[src/rtl/serial_frame_rx.sv]
// Serial frame receiver: start bit, DATA_W data bits LSB-first, optional parity, stop bit.
// Good frames land in a valid/ready output register; parity, framing and overrun are reported.
module serial_frame_rx #(
    parameter int DATA_W     = 8,
    parameter bit PARITY_EN  = 1'b1,
    parameter bit ODD_PARITY = 1'b0
) (
    input  logic              I1470,
    input  logic              I1477,
    input  logic              sdi,
    input  logic              sdi_en,
    input  logic              rx_ready,
    input  logic              clr_err,
    output logic [DATA_W-1:0] rx_data,
    output logic              rx_valid,
    output logic              parity_err,
    output logic              frame_err,
    output logic              overrun,
    output logic              busy
);

    localparam int CNT_W = (DATA_W > 1) ? $clog2(DATA_W) : 1;
    localparam logic [CNT_W-1:0] LAST_BIT = CNT_W'(DATA_W - 1);

    typedef enum logic [1:0] {
        IDLE,
        DATA,
        PARITY,
        STOP
    } state_t;

    state_t            state;
    state_t            state_nxt;
    logic [CNT_W-1:0]  bit_cnt;
    logic [DATA_W-1:0] shreg;
    logic              par_err_q;
    logic              good_stop;
    logic              bad_stop;
    logic              load;
    logic              drop;

    always_ff @(posedge I1470 or negedge I1477) begin
        if (!I1477) begin
            state <= IDLE;
        end else begin
            state <= state_nxt;
        end
    end

    always_comb begin
        state_nxt = state;
        if (sdi_en) begin
            case (state)
                IDLE: begin
                    if (!sdi) begin
                        state_nxt = DATA;
                    end
                end
                DATA: begin
                    if (bit_cnt == LAST_BIT) begin
                        if (PARITY_EN) begin
                            state_nxt = PARITY;
                        end else begin
                            state_nxt = STOP;
                        end
                    end
                end
                PARITY: state_nxt = STOP;
                STOP:   state_nxt = IDLE;
                default: state_nxt = IDLE;
            endcase
        end
    end

    // Bit counter, shift register and parity result only advance on strobes
    always_ff @(posedge I1470 or negedge I1477) begin
        if (!I1477) begin
            bit_cnt   <= '0;
            shreg     <= '0;
            par_err_q <= 1'b0;
        end else if (sdi_en) begin
            case (state)
                IDLE: begin
                    if (!sdi) begin
                        bit_cnt <= '0;
                    end
                end
                DATA: begin
                    shreg[bit_cnt] <= sdi;
                    bit_cnt        <= bit_cnt + CNT_W'(1);
                end
                PARITY: par_err_q <= (^shreg) ^ sdi ^ ODD_PARITY;
                default: ;
            endcase
        end
    end

    assign good_stop = sdi_en && (state == STOP) && sdi;
    assign bad_stop  = sdi_en && (state == STOP) && !sdi;
    assign load      = good_stop && (!rx_valid || rx_ready);
    assign drop      = good_stop && rx_valid && !rx_ready;

    // Output register: a load may coincide with a consume and then wins
    always_ff @(posedge I1470 or negedge I1477) begin
        if (!I1477) begin
            rx_data    <= '0;
            rx_valid   <= 1'b0;
            parity_err <= 1'b0;
            frame_err  <= 1'b0;
            overrun    <= 1'b0;
        end else begin
            frame_err <= bad_stop;
            if (load) begin
                rx_data    <= shreg;
                parity_err <= PARITY_EN ? par_err_q : 1'b0;
                rx_valid   <= 1'b1;
            end else if (rx_ready) begin
                rx_valid <= 1'b0;
            end
            if (drop) begin
                overrun <= 1'b1;
            end else if (clr_err) begin
                overrun <= 1'b0;
            end
        end
    end

    assign busy = (state != IDLE);

endmodule

[config.mk]
export PLATFORM = sky130hd
export DESIGN_NAME = serial_frame_rx
export DESIGN_NICKNAME = d
export VERILOG_FILES = /design/src/rtl/serial_frame_rx.sv
export SDC_FILE = /design/constraint.sdc
export NUM_CORES = 1
export LEC_CHECK = 0
export BUFFER_PORTS_ARGS = -buffer_cell sky130_fd_sc_hd__buf_2
export CAP_MARGIN = 20
export CELL_PAD_IN_SITES_DETAIL_PLACEMENT = 1
export CELL_PAD_IN_SITES_GLOBAL_PLACEMENT = 1
export CORE_UTILIZATION = 40
export DETAILED_ROUTE_END_ITERATION = 8
export MAX_ROUTING_LAYER = met4
export PLACE_DENSITY = 0.78
export SYNTH_ARGS = -nofsm -noshare
export SYNTH_HDL_FRONTEND = slang
export SYNTH_SLANG_ARGS = --single-unit
export TNS_END_PERCENT = 50
[constraint.sdc]
create_clock -name I1470 -period 3.5 [get_ports I1470]
set_clock_uncertainty 0.15 [all_clocks]
set_input_delay 0.35 -clock I1470 [delete_from_list [all_inputs] [get_ports I1470]]
set_output_delay 0.35 -clock I1470 [all_outputs]
set_load 0.03 [all_outputs]
==> metrics.log, run 1 <==
[metrics] sequential area share after synthesis: 0.517
[metrics] first-pass GRT wire length: 4100 um
[metrics] Final Max Tran Viols: 0
[metrics] Ant. Diodes: 0
[metrics] placed standard-cell area: 1380 sq um
[metrics] Tmin final: 2.09 ns
[metrics] drt initial violations: 29
[metrics] WL per Instance: 14.2 um
[metrics] slowest cell on the critical path: sky130_fd_sc_hd__nor2b_1
[metrics] largest net degree at the start of global routing: 27
[metrics] Leakage Power: 0.000682 uW
[metrics] multi-input combinational cell area: 562 sq um
[metrics] largest area contributor in the netlist: sky130_fd_sc_hd__dfrtp_1
[metrics] worst path arrival time: 2.14 ns
[metrics] Largest stage delay, worst path: 0.65 ns
[metrics] filler instances: 317
[metrics] number of flip-flops and latches in the synthesized netlist: 26
[metrics] total congestion overflow: 0
[metrics] effective utilization at floorplan: 0.438
[metrics] Worst Setup Start Kind: flop
[metrics] H-tree Lvls: 1
[metrics] post-CTS setup buffer count: 0
[metrics] routed vias: 825
[metrics] Post-Syn Area per Cell: 12.0 sq um
[metrics] aggregate global-route resource usage: 0.170
[metrics] path type of the worst setup path: flop to flop
[metrics] TritonCTS clock tree: done
[metrics] data required time at the worst endpoint: 3.55 ns
[metrics] Critical R2R Launch: state[1]$_DFFE_PN0P_
[metrics] cell types occupying the most area after synthesis: sky130_fd_sc_hd__dfrtp_1 52%, sky130_fd_sc_hd__mux2_2 16%, sky130_fd_sc_hd__ha_1 6.0%
[metrics] hold path start: clr_err
[metrics] net count of the mapped netlist: 117
[metrics] area share of the leading cell type in the synthesized netlist: 0.517
[metrics] PwrDens: 924 nW/um^2
[metrics] cells along the critical path: ha_1, nand3_1, nor2b_1, mux2_2
[metrics] Crit Path Max Fanout: 9
[metrics] final hold violation count: 0
[metrics] RSZ-0062 raised after global routing: false
[metrics] highest clock frequency the design can meet: 480 MHz
[metrics] die width: 58.1 um
[metrics] vertical extent of the die: 58.1 um
[metrics] DRC: 0
[metrics] element type at the critical path end: flop
[metrics] cell at the root of the clock tree: sky130_fd_sc_hd__clkbuf_4
[metrics] Detail Placement HPWL: 1750 um
[metrics] number of antenna violations at the first check in global routing: 0
[metrics] layout cell share with drive strength beyond 1: 0.325
[metrics] number of vias per cell: 5.00
[metrics] via count of the first global-routing pass: 858
[metrics] number of port buffers: 18
[metrics] number of distinct standard cells referenced by the synthesized netlist: 28
[metrics] Ys Warns: 0
[metrics] Placeable Area: 2880 sq um
[metrics] setup TNS after final layout: 0 ns
[metrics] clk buf depth: 2
[metrics] Syn Inst Count: 105
[metrics] DRT Wirelength: 2350 um
[metrics] count of buffer and inverter cells on the critical path: 0
[metrics] Max IR drop VDD: 0.000350 V
[metrics] clk sink count: 26
[metrics] number of CTS-inserted buffers: 3
[metrics] area growth from synthesis to layout: 12.0%
[metrics] drt first pass iters: 4
[metrics] Slew @ Worst Pin: 0.794 ns
[metrics] number of rows created at floorplan: 19
[metrics] worst rel slew slack: 0.470
[metrics] area of the mapped netlist: 1260 sq um
[metrics] portion of the clock cycle consumed by the worst path in the final layout: 0.596
[metrics] clock edge transition at the registers on the reported setup and hold paths: 0.13 ns
[metrics] kind of path behind the tightest hold check: input port to flop
[metrics] final-stage net count: 137
[metrics] Detail Route Antenna Nets: 0
[metrics] worst setup path startpoint: state[1]$_DFFE_PN0P_
[metrics] fin area: 1410 sq um
[metrics] weighted congestion at the end of routability-driven global placement: 0.755
[metrics] final setup violation count: 0
[metrics] die area: 3380 sq um
[metrics] area taken by flip-flops and latches: 651 sq um
[metrics] Ports: 19
[metrics] Max-Cap Viols: 0
[metrics] outcome: finished, final reports clean
[metrics] clock latency on the worst-skew pair: 0.31 ns
[metrics] cell family with most CP delay: simple AND/OR/NAND/NOR gates
==> worst paths after layout <==
kind / endpoint / slack (ns) / depth (start not counted)
hold reg to reg: rx_data[3]$_DFFE_PN0P_ / 0.37 / 1
setup / recovery: rx_data[5]$_DFFE_PN0P_ / 1.41 / 4
min in group asynchronous: bit_cnt[0]$_DFFE_PN0P_ / 0.41 / 2
setup reg to reg: rx_data[5]$_DFFE_PN0P_ / 1.41 / 4
hold / removal: overrun$_DFFE_PN0P_ / 0.07 / 2
max in group asynchronous: rx_data[1]$_DFFE_PN0P_ / 2.40 / 2
==> synthesized netlist by cell type <==
master and number:
sky130_fd_sc_hd__dfrtp_1 26, sky130_fd_sc_hd__mux2_2 18, sky130_fd_sc_hd__nand2_1 8, sky130_fd_sc_hd__ha_1 6
sky130_fd_sc_hd__inv_1 6, sky130_fd_sc_hd__nor3_1 6, sky130_fd_sc_hd__nor2_1 4, sky130_fd_sc_hd__xnor2_1 4
sky130_fd_sc_hd__a21oi_1 3, sky130_fd_sc_hd__buf_4 2, sky130_fd_sc_hd__nand2b_1 2, sky130_fd_sc_hd__nand3_1 2
sky130_fd_sc_hd__o21ai_0 2, sky130_fd_sc_hd__xor2_1 2, sky130_fd_sc_hd__a211oi_1 1, sky130_fd_sc_hd__a21boi_2 1
sky130_fd_sc_hd__a32o_1 1, sky130_fd_sc_hd__and3_1 1, sky130_fd_sc_hd__buf_2 1, sky130_fd_sc_hd__clkbuf_1 1
sky130_fd_sc_hd__mux2i_1 1, sky130_fd_sc_hd__nand4b_1 1, sky130_fd_sc_hd__nor2b_1 1, sky130_fd_sc_hd__nor4_1 1
sky130_fd_sc_hd__o21ai_1 1, sky130_fd_sc_hd__o221ai_1 1, sky130_fd_sc_hd__o22ai_1 1, sky130_fd_sc_hd__xnor3_1 1
==> per-layer routing <==
layer,vias up,share of wire,track usage
li1,396,-,-
met1,410,0.45,0.219
met2,17,0.51,0.271
met3,2,0.029,0.0290
met4,0,0.0077,0.0612
met5,-,0,-
==> power breakdown <==
part	switching [uW]	internal, uW	total (uW)
clock network	80.3	40.2	120
registers	111	427	538
logic	341	304	645
total	532	771	1300
==> timing repair <==
action | 4_1_cts | 5_1_grt
hold endpoints to repair | 26 | 0
hold buffers | 1 | 0
gates resized for setup | 0 | 0
==> stage by stage <==
| stage | util | setup WS [ns] | hold WS [ns] | total power, uW | cells |
|---|---|---|---|---|---|
| 2_1_floorplan | - | 1.82 | -0.0956 | 1040 | 105 |
| 3_3_place_gp | 0.479 | 1.41 | 0.225 | 1160 | 161 |
| 3_5_place_dp | 0.479 | 1.36 | 0.241 | 1200 | 161 |
| 4_1_cts | 0.490 | 1.36 | 0.0601 | 1320 | 165 |
| 5_1_grt | 0.490 | 1.19 | 0.0681 | 1410 | 165 |
| 6_report | 0.490 | 1.41 | 0.0704 | 1300 | 165 |
==> state kept, by name (all words and copies together) (netlist names) <==
signal / cells
bit_cnt: 3
frame_err: 1
overrun: 1
par_err_q: 1
parity_err: 1
rx_data: 8
rx_valid: 1
shreg: 8
state: 2
==> cells by family after synthesis <==
logic type	synth area share
and+or+nand+nor	0.0994
DFF	0.517
muxes	0.169
AOI/OAI and AO/OA	0.0586
buffers and inverters	0.0368
xor gates and xnor gates	0.0596
adders and majority gates	0.0596
==> worst reg2reg max path, delay by kind of cell (launching register included) <==
| family | cells | cell delay (ns) |
|---|---|---|
| adder cells (fa/ha/maj) | 1 | 0.22 |
| multiplexers | 1 | 0.41 |
| AND/OR/NAND/NOR | 2 | 0.78 |
| flip-flops | 1 | 0.42 |
==> area by class of cell <==
class	instances	area share
Sequential cell	26	0.461
Tap cell	42	0.0373
Inverter	6	0.0160
Clock buffer	3	0.0160
Timing Repair Buffer	19	0.0710
Multi-Input combinational cell	69	0.398
==> placed cells by master, fill, tap and decap left out <==
cell	synthesis	layout
sky130_fd_sc_hd__mux2_2	18	18
sky130_fd_sc_hd__dfrtp_1	26	26
sky130_fd_sc_hd__mux2i_1	1	1
sky130_fd_sc_hd__xnor3_1	1	1
sky130_fd_sc_hd__xor2_1	2	2
sky130_fd_sc_hd__nor3_1	6	6
sky130_fd_sc_hd__buf_2	1	18
sky130_fd_sc_hd__and3_1	1	1
sky130_fd_sc_hd__nand3_1	2	2
sky130_fd_sc_hd__dlygate4sd3_1	0	1
sky130_fd_sc_hd__o22ai_1	1	1
sky130_fd_sc_hd__a21boi_2	1	1
sky130_fd_sc_hd__o21ai_0	2	2
sky130_fd_sc_hd__a21oi_1	3	3
sky130_fd_sc_hd__nor2_1	4	4
sky130_fd_sc_hd__a32o_1	1	1
sky130_fd_sc_hd__ha_1	6	6
sky130_fd_sc_hd__a211oi_1	1	1
sky130_fd_sc_hd__o21ai_1	1	1
sky130_fd_sc_hd__clkbuf_4	0	3
sky130_fd_sc_hd__nand4b_1	1	1
sky130_fd_sc_hd__nand2b_1	2	2
sky130_fd_sc_hd__xnor2_1	4	4
sky130_fd_sc_hd__nand2_1	8	8
sky130_fd_sc_hd__nor4_1	1	1
sky130_fd_sc_hd__nor2b_1	1	1
sky130_fd_sc_hd__inv_1	6	6
sky130_fd_sc_hd__o221ai_1	1	1
Power figures use the tool's default switching activity.
==> inputs of run 2 (changes only) <==
clock period = 2.1 ns   (was 3.5 ns; I/O delays follow)
==> run 2 against run 1 <==
Sequential cell count did not move. Largest power group unchanged. Routed wire length is 2.3% higher. Total power grew 78%. Global-route usage rose by 0.41 points. Largest cell class unchanged. Die area stayed put. Register-to-register slack worse by 1.2 ns.
==> metrics.log, run 2 (synthesized netlist as in run 1, its figures left out) <==
[metrics] highest clock frequency the design can meet: 522 MHz
[metrics] cell at the root of the clock tree: sky130_fd_sc_hd__clkbuf_4
[metrics] most frequent cell on the critical path: sky130_fd_sc_hd__inv_1
[metrics] final-stage net count: 139
[metrics] Clock power frac: 0.146
[metrics] count of buffer and inverter cells on the critical path: 2
[metrics] slowest cell on the critical path: sky130_fd_sc_hd__dfrtp_1
[metrics] WL per Instance: 14.3 um
[metrics] commonest cells after routing, fill and taps aside: 26 x sky130_fd_sc_hd__dfrtp_1, 18 x sky130_fd_sc_hd__mux2_2, 18 x sky130_fd_sc_hd__buf_2
[metrics] clk buf depth: 2
[metrics] clock latency on the worst-skew pair: 0.32 ns
[metrics] worst rel slew slack: 0.620
[metrics] number of rows created at floorplan: 19
[metrics] switching share of power: 0.391
[metrics] weighted congestion at the end of routability-driven global placement: 0.751
[metrics] number of CTS-inserted buffers: 3
[metrics] Ant. Diodes: 0
[metrics] Leakage Power: 0.000706 uW
[metrics] Worst Setup Start Kind: flop
[metrics] vertical extent of the die: 58.1 um
[metrics] amount of wire on met2 after detailed routing: 1250 um
[metrics] DRT Wirelength: 2410 um
[metrics] portion of the clock cycle consumed by the worst path in the final layout: 0.912
[metrics] cells along the critical path: inv_1, ha_1, inv_1, o21ai_0, mux2_2
[metrics] largest registers ranked by flip-flop count: rx_data: 8 flops, shreg: 8 flops, bit_cnt: 3 flops
[metrics] first-pass GRT wire length: 4200 um
[metrics] final design utilization: 0.507
[metrics] element type at the critical path end: flop
[metrics] clk sink count: 26
[metrics] Final Max Tran Viols: 0
[metrics] die width: 58.1 um
[metrics] Max IR drop VDD: 0.000666 V
[metrics] aggregate global-route resource usage: 0.174
[metrics] share of power burned in combinational logic: 0.469
[metrics] net switching component of the power: 908 uW
[metrics] worst path arrival time: 1.99 ns
[metrics] kind of path behind the tightest hold check: input port to flop
[metrics] data required time at the worst endpoint: 2.17 ns
[metrics] routed vias: 859
[metrics] setup TNS after final layout: 0 ns
[metrics] layout cell share with drive strength beyond 1: 0.333
[metrics] Cell Int Power: 1420 uW
[metrics] RSZ-0062 raised after global routing: false
[metrics] final hold violation count: 0
[metrics] clock edge transition at the registers on the reported setup and hold paths: 0.13 ns
[metrics] effective utilization at floorplan: 0.438
[metrics] outcome: finished, final reports clean
[metrics] number of vias per cell: 5.11
[metrics] area growth from synthesis to layout: 15.8%
[metrics] Detail Route Antenna Nets: 0
[metrics] post-CTS resize count: 0
[metrics] H-tree Lvls: 1
[metrics] DRC: 0
[metrics] TritonCTS clock tree: done
[metrics] die area: 3380 sq um
[metrics] PwrDens: 1590 nW/um^2
[metrics] WL met3: 55 um
[metrics] number of antenna violations at the first check in global routing: 0
[metrics] Detail Placement HPWL: 1810 um
[metrics] setup ws final: 0.184 ns
[metrics] Placeable Area: 2880 sq um
[metrics] path type of the worst setup path: flop to flop
[metrics] total congestion overflow: 0
[metrics] number of port buffers: 18
[metrics] drt first pass iters: 4
[metrics] max layer used: met4
[metrics] via count of the first global-routing pass: 904
[metrics] Slew @ Worst Pin: 0.570 ns
[metrics] cell family with most CP delay: flip-flops
[metrics] largest net degree at the start of global routing: 27
[metrics] final setup violation count: 0
[metrics] tightest hold margin: 0.0313 ns
[metrics] filler instances: 309
[metrics] relative contribution of sequential cells to total power: 0.384
[metrics] drt initial violations: 17
[metrics] dpl ws: 0.208 ns
[metrics] Max-Cap Viols: 0
[metrics] Ports: 19
[metrics] Tmin final: 1.92 ns
[metrics] most common cell after layout, fill and taps aside: sky130_fd_sc_hd__dfrtp_1
[metrics] Crit Path Max Fanout: 8
[metrics] routed length on met1: 1070 um
[metrics] Largest stage delay, worst path: 0.43 ns
-- run 2: cell types whose count changed in the layout (fill, tap and decap cells not counted) --
cell | before | now
sky130_fd_sc_hd__buf_4 | 0 | 1
sky130_fd_sc_hd__bufinv_16 | 0 | 1
sky130_fd_sc_hd__dlygate4sd3_1 | 1 | 2
-- run 2: worst min-delay path: cells and delay by family --
family        cells  cell delay (ns)
simple gates      2             0.11
buf+inv           1             0.16
-- run 2: final timing paths --
kind	startpoint	slack, ns	cells after the start	endpoint
setup / recovery	state[1]$_DFFE_PN0P_	0.18	5	state[1]$_DFFE_PN0P_
max in group asynchronous	I1477	1.18	2	bit_cnt[2]$_DFFE_PN0P_
setup reg to reg	state[1]$_DFFE_PN0P_	0.18	5	state[1]$_DFFE_PN0P_
min in group asynchronous	I1477	0.24	2	frame_err$_DFF_PN0_
hold reg to reg	parity_err$_DFFE_PN0P_	0.37	1	parity_err$_DFFE_PN0P_
hold / removal	sdi_en	0.03	3	frame_err$_DFF_PN0_
-- run 2: layout make-up --
type | count | area (sq um) | share of cell area
Sequential cell | 26 | 651 | 0.446
Multi-Input combinational cell | 69 | 562 | 0.385
Timing Repair Buffer | 21 | 118 | 0.0807
Tap cell | 42 | 52.6 | 0.0361
Clock inverter | 1 | 30.0 | 0.0206
Clock buffer | 3 | 22.5 | 0.0155
Inverter | 6 | 22.5 | 0.0155
-- run 2: timing repair --
action                                 in CTS  in global routing
buffers inserted                            0                  0
setup endpoints to repair                   0                  0
hold buffers                                2                  0
endpoints found under the hold margin      27                  0
-- run 2: layer usage --
metal | track usage | vias to the layer above
met5 | - | -
met4 | 0.0612 | 0
met3 | 0.0268 | 5
met2 | 0.304 | 18
met1 | 0.204 | 427
li1 | - | 409
-- run 2: stage by stage --
stage	instance area, sq um	power (uW)	std cells
3_5_place_dp	1390	2010	162
5_1_grt	1460	2510	168
4_1_cts	1460	2360	168
6_report	1460	2320	168
3_3_place_gp	1390	1940	162
2_1_floorplan	1260	1730	105
-- run 2: power by group through the flow --
| stage | sequential, uW | clock [uW] | combinational (uW) |
|---|---|---|---|
| floorplan | 1020 | 0 | 710 |
| detailed placement | 911 | 0 | 1100 |
| finish | 893 | 340 | 1090 |
| global route | 928 | 376 | 1200 |
| CTS | 897 | 357 | 1110 |
| global placement | 890 | 0 | 1050 |
==> inputs of run 3 (changes only) <==
ABC_AREA = 1   (was default)
PLACE_DENSITY = 0.81   (was 0.78)
==> run 3 against run 2 <==
Sequential power down 2%. Fmax rose by 2.5%. Critical path depth up 1. Hold slack lost 0.013 ns. Die area grew 3.1%. Via count up 21%. Total power decreased by 5.1%. Register-to-register slack gained 0.05 ns. Routed wire length up 14%. Synthesized cell count is 39% higher. Largest power group unchanged.
==> metrics.log, run 3 <==
[metrics] setup TNS after final layout: 0 ns
[metrics] largest registers ranked by flip-flop count: rx_data: 8 flops, shreg: 8 flops, bit_cnt: 3 flops
[metrics] number of flip-flops and latches in the synthesized netlist: 26
[metrics] commonest cells after routing, fill and taps aside: 36 x sky130_fd_sc_hd__nand2_1, 26 x sky130_fd_sc_hd__dfrtp_1, 23 x sky130_fd_sc_hd__inv_1
[metrics] Cell Int Power: 1160 uW
[metrics] final setup violation count: 0
[metrics] Post-Syn Area per Cell: 8.90 sq um
[metrics] die area: 3480 sq um
[metrics] Max-Cap Viols: 0
[metrics] effective utilization at floorplan: 0.422
[metrics] net switching component of the power: 1050 uW
[metrics] Endpoint, Worst Hold: par_err_q$_DFFE_PN0P_
[metrics] area share of the leading cell type in the synthesized netlist: 0.501
[metrics] switching share of power: 0.474
[metrics] highest clock frequency the design can meet: 535 MHz
[metrics] number of vias per cell: 4.86
[metrics] Leakage Power: 0.000820 uW
[metrics] Worst Setup Start Kind: flop
[metrics] drt initial violations: 38
[metrics] Max IR drop VDD: 0.000434 V
[metrics] area growth from synthesis to layout: 15.4%
[metrics] share of async-settable or async-resettable flops after synthesis: 1.00
[metrics] path type of the worst setup path: flop to flop
[metrics] most numerous cell in the Yosys netlist: sky130_fd_sc_hd__nand2_1
[metrics] relative contribution of sequential cells to total power: 0.397
[metrics] Ports: 19
[metrics] Main synth FF type: sky130_fd_sc_hd__dfrtp_1
[metrics] area of the mapped netlist: 1300 sq um
[metrics] WL per Instance: 12.8 um
[metrics] weighted congestion at the end of routability-driven global placement: 0.862
[metrics] Ys Warns: 0
[metrics] final hold violation count: 0
[metrics] first-pass GRT wire length: 4720 um
[metrics] top cells by instance count after synthesis: 36 x sky130_fd_sc_hd__nand2_1, 26 x sky130_fd_sc_hd__dfrtp_1, 23 x sky130_fd_sc_hd__inv_1
[metrics] worst rel slew slack: 0.611
[metrics] hold buffer count at CTS: 4
[metrics] slack of the worst reg-to-reg path: 0.23 ns
[metrics] slowest cell on the critical path: sky130_fd_sc_hd__dfrtp_1
[metrics] share of power burned in combinational logic: 0.505
[metrics] sequential area share after synthesis: 0.501
[metrics] cell at the root of the clock tree: sky130_fd_sc_hd__clkbuf_4
[metrics] aggregate global-route resource usage: 0.189
[metrics] element type at the critical path end: flop
[metrics] depth of the worst register-to-register path: 6
[metrics] DRC: 0
[metrics] drt first pass iters: 4
[metrics] cells along the critical path: inv_1, ha_1, nand2_1, nor2_1, a21oi_1, a31oi_1
[metrics] net count of the mapped netlist: 158
[metrics] data required time at the worst endpoint: 2.20 ns
[metrics] Ant. Diodes: 0
[metrics] placed standard-cell area: 1440 sq um
[metrics] Detail Placement HPWL: 2030 um
[metrics] Tmin final: 1.87 ns
[metrics] clock latency on the worst-skew pair: 0.33 ns
[metrics] Slew @ Worst Pin: 0.584 ns
[metrics] count of buffer and inverter cells on the critical path: 1
[metrics] largest net degree at the start of global routing: 27
[metrics] worst path arrival time: 1.97 ns
[metrics] H-tree Lvls: 1
[metrics] Crit Path Max Fanout: 8
[metrics] Crit Reg-Reg Endpoint: shreg[4]$_DFFE_PN0P_
[metrics] kind of path behind the tightest hold check: input port to flop
[metrics] cell depth of the worst min-delay path: 4
[metrics] Detail Route Antenna Nets: 0
[metrics] Syn Inst Count: 146
[metrics] via count of the first global-routing pass: 1067
[metrics] count of flip-flops with a built-in enable after synthesis: 0
[metrics] Clock power frac: 0.098
[metrics] vertical extent of the die: 59.0 um
[metrics] layout cell share with drive strength beyond 1: 0.194
[metrics] number of port buffers: 18
[metrics] post-CTS resize count: 0
[metrics] clock edge transition at the registers on the reported setup and hold paths: 0.14 ns
[metrics] Largest stage delay, worst path: 0.42 ns
[metrics] Placeable Area: 3080 sq um
[metrics] cell family with most CP delay: simple AND/OR/NAND/NOR gates
[metrics] final-stage net count: 184
[metrics] post-CTS setup buffer count: 0
[metrics] hold path start: sdi_en
[metrics] largest area contributor in the netlist: sky130_fd_sc_hd__dfrtp_1
[metrics] outcome: finished, final reports clean
[metrics] number of antenna violations at the first check in global routing: 0
[metrics] number of rows created at floorplan: 20
[metrics] die width: 59.0 um
[metrics] DRT Wirelength: 2730 um
[metrics] clk buf depth: 2
[metrics] number of distinct standard cells referenced by the synthesized netlist: 18
[metrics] PwrDens: 1470 nW/um^2
[metrics] total congestion overflow: 0
[metrics] RSZ-0062 raised after global routing: false
[metrics] most common cell after layout, fill and taps aside: sky130_fd_sc_hd__nand2_1
[metrics] Final Max Tran Viols: 0
[metrics] fin area: 1500 sq um
[metrics] cell types occupying the most area after synthesis: sky130_fd_sc_hd__dfrtp_1 50%, sky130_fd_sc_hd__nand2_1 10%, sky130_fd_sc_hd__inv_1 6.6%
[metrics] clk sink count: 26
[metrics] number of CTS-inserted buffers: 3
[metrics] TritonCTS clock tree: done
[metrics] routed vias: 1039
[metrics] Critical R2R Launch: state[1]$_DFFE_PN0P_
[metrics] portion of the clock cycle consumed by the worst path in the final layout: 0.890
[run 3: tightest hold or removal path: cells and delay by family]
family | cells | cell delay (ns)
buffers and inverters | 1 | 0.10
AND/OR/NAND/NOR | 3 | 0.17
[run 3: final cells by class]
cell class | count | area [sq um]
Clock buffer | 3 | 22.5
Fill cell | 384 | 1580
Inverter | 24 | 90.1
Multi-Input combinational cell | 95 | 551
Sequential cell | 26 | 651
Tap cell | 44 | 55.1
Timing Repair Buffer | 22 | 130
[run 3: cells by family (layout without fill, tap and decap cells)]
family | count (synthesis) | after routing | share of synthesized area
AOI/OAI and AO/OA | 31 | 31 | 0.145
buffers and inverters | 25 | 49 | 0.0751
and+or+nand+nor | 54 | 54 | 0.180
xor gates and xnor gates | 1 | 1 | 0.00674
DFF | 26 | 26 | 0.501
muxes | 3 | 3 | 0.0347
adders and majority gates | 6 | 6 | 0.0578
[run 3: through the flow]
step	setup slack [ns]	instances	utilization	total power (uW)	hold slack, ns
after global routing	0.0658	214	0.487	2410	0.0447
after CTS	0.229	214	0.487	2230	0.0194
after global placement	0.402	207	0.467	1930	0.0853
after floorplan	0.582	146	-	1710	-0.236
after detailed placement	0.274	207	0.467	2010	0.0967
final	0.232	214	0.487	2200	0.0181
[run 3: worst max-delay path by stage]
stage / slack (ns) / to / depth (start not counted) / from
after floorplan: 0.58 / shreg[2]$_DFFE_PN0P_ / 6 / state[1]$_DFFE_PN0P_
after global placement: 0.40 / shreg[4]$_DFFE_PN0P_ / 6 / state[1]$_DFFE_PN0P_
after detailed placement: 0.27 / shreg[4]$_DFFE_PN0P_ / 6 / state[1]$_DFFE_PN0P_
after CTS: 0.23 / shreg[4]$_DFFE_PN0P_ / 6 / state[1]$_DFFE_PN0P_
after global routing: 0.07 / shreg[2]$_DFFE_PN0P_ / 6 / state[1]$_DFFE_PN0P_
final: 0.23 / shreg[4]$_DFFE_PN0P_ / 6 / state[1]$_DFFE_PN0P_
[run 3: routing by layer]
layer | share of wire | GRT usage | vias up
met2 | 0.53 | 0.336 | 16
met4 | 0.017 | 0.0816 | 0
met1 | 0.44 | 0.212 | 499
met5 | 0 | - | -
met3 | 0.020 | 0.0262 | 5
li1 | - | - | 519
[run 3: power by group through the flow]
stage	sequential (uW)	clock [uW]	combinational (uW)
detailed placement	888	0	1120
global route	906	234	1270
global placement	874	0	1050
CTS	877	223	1130
finish	876	216	1110
floorplan	1020	0	684
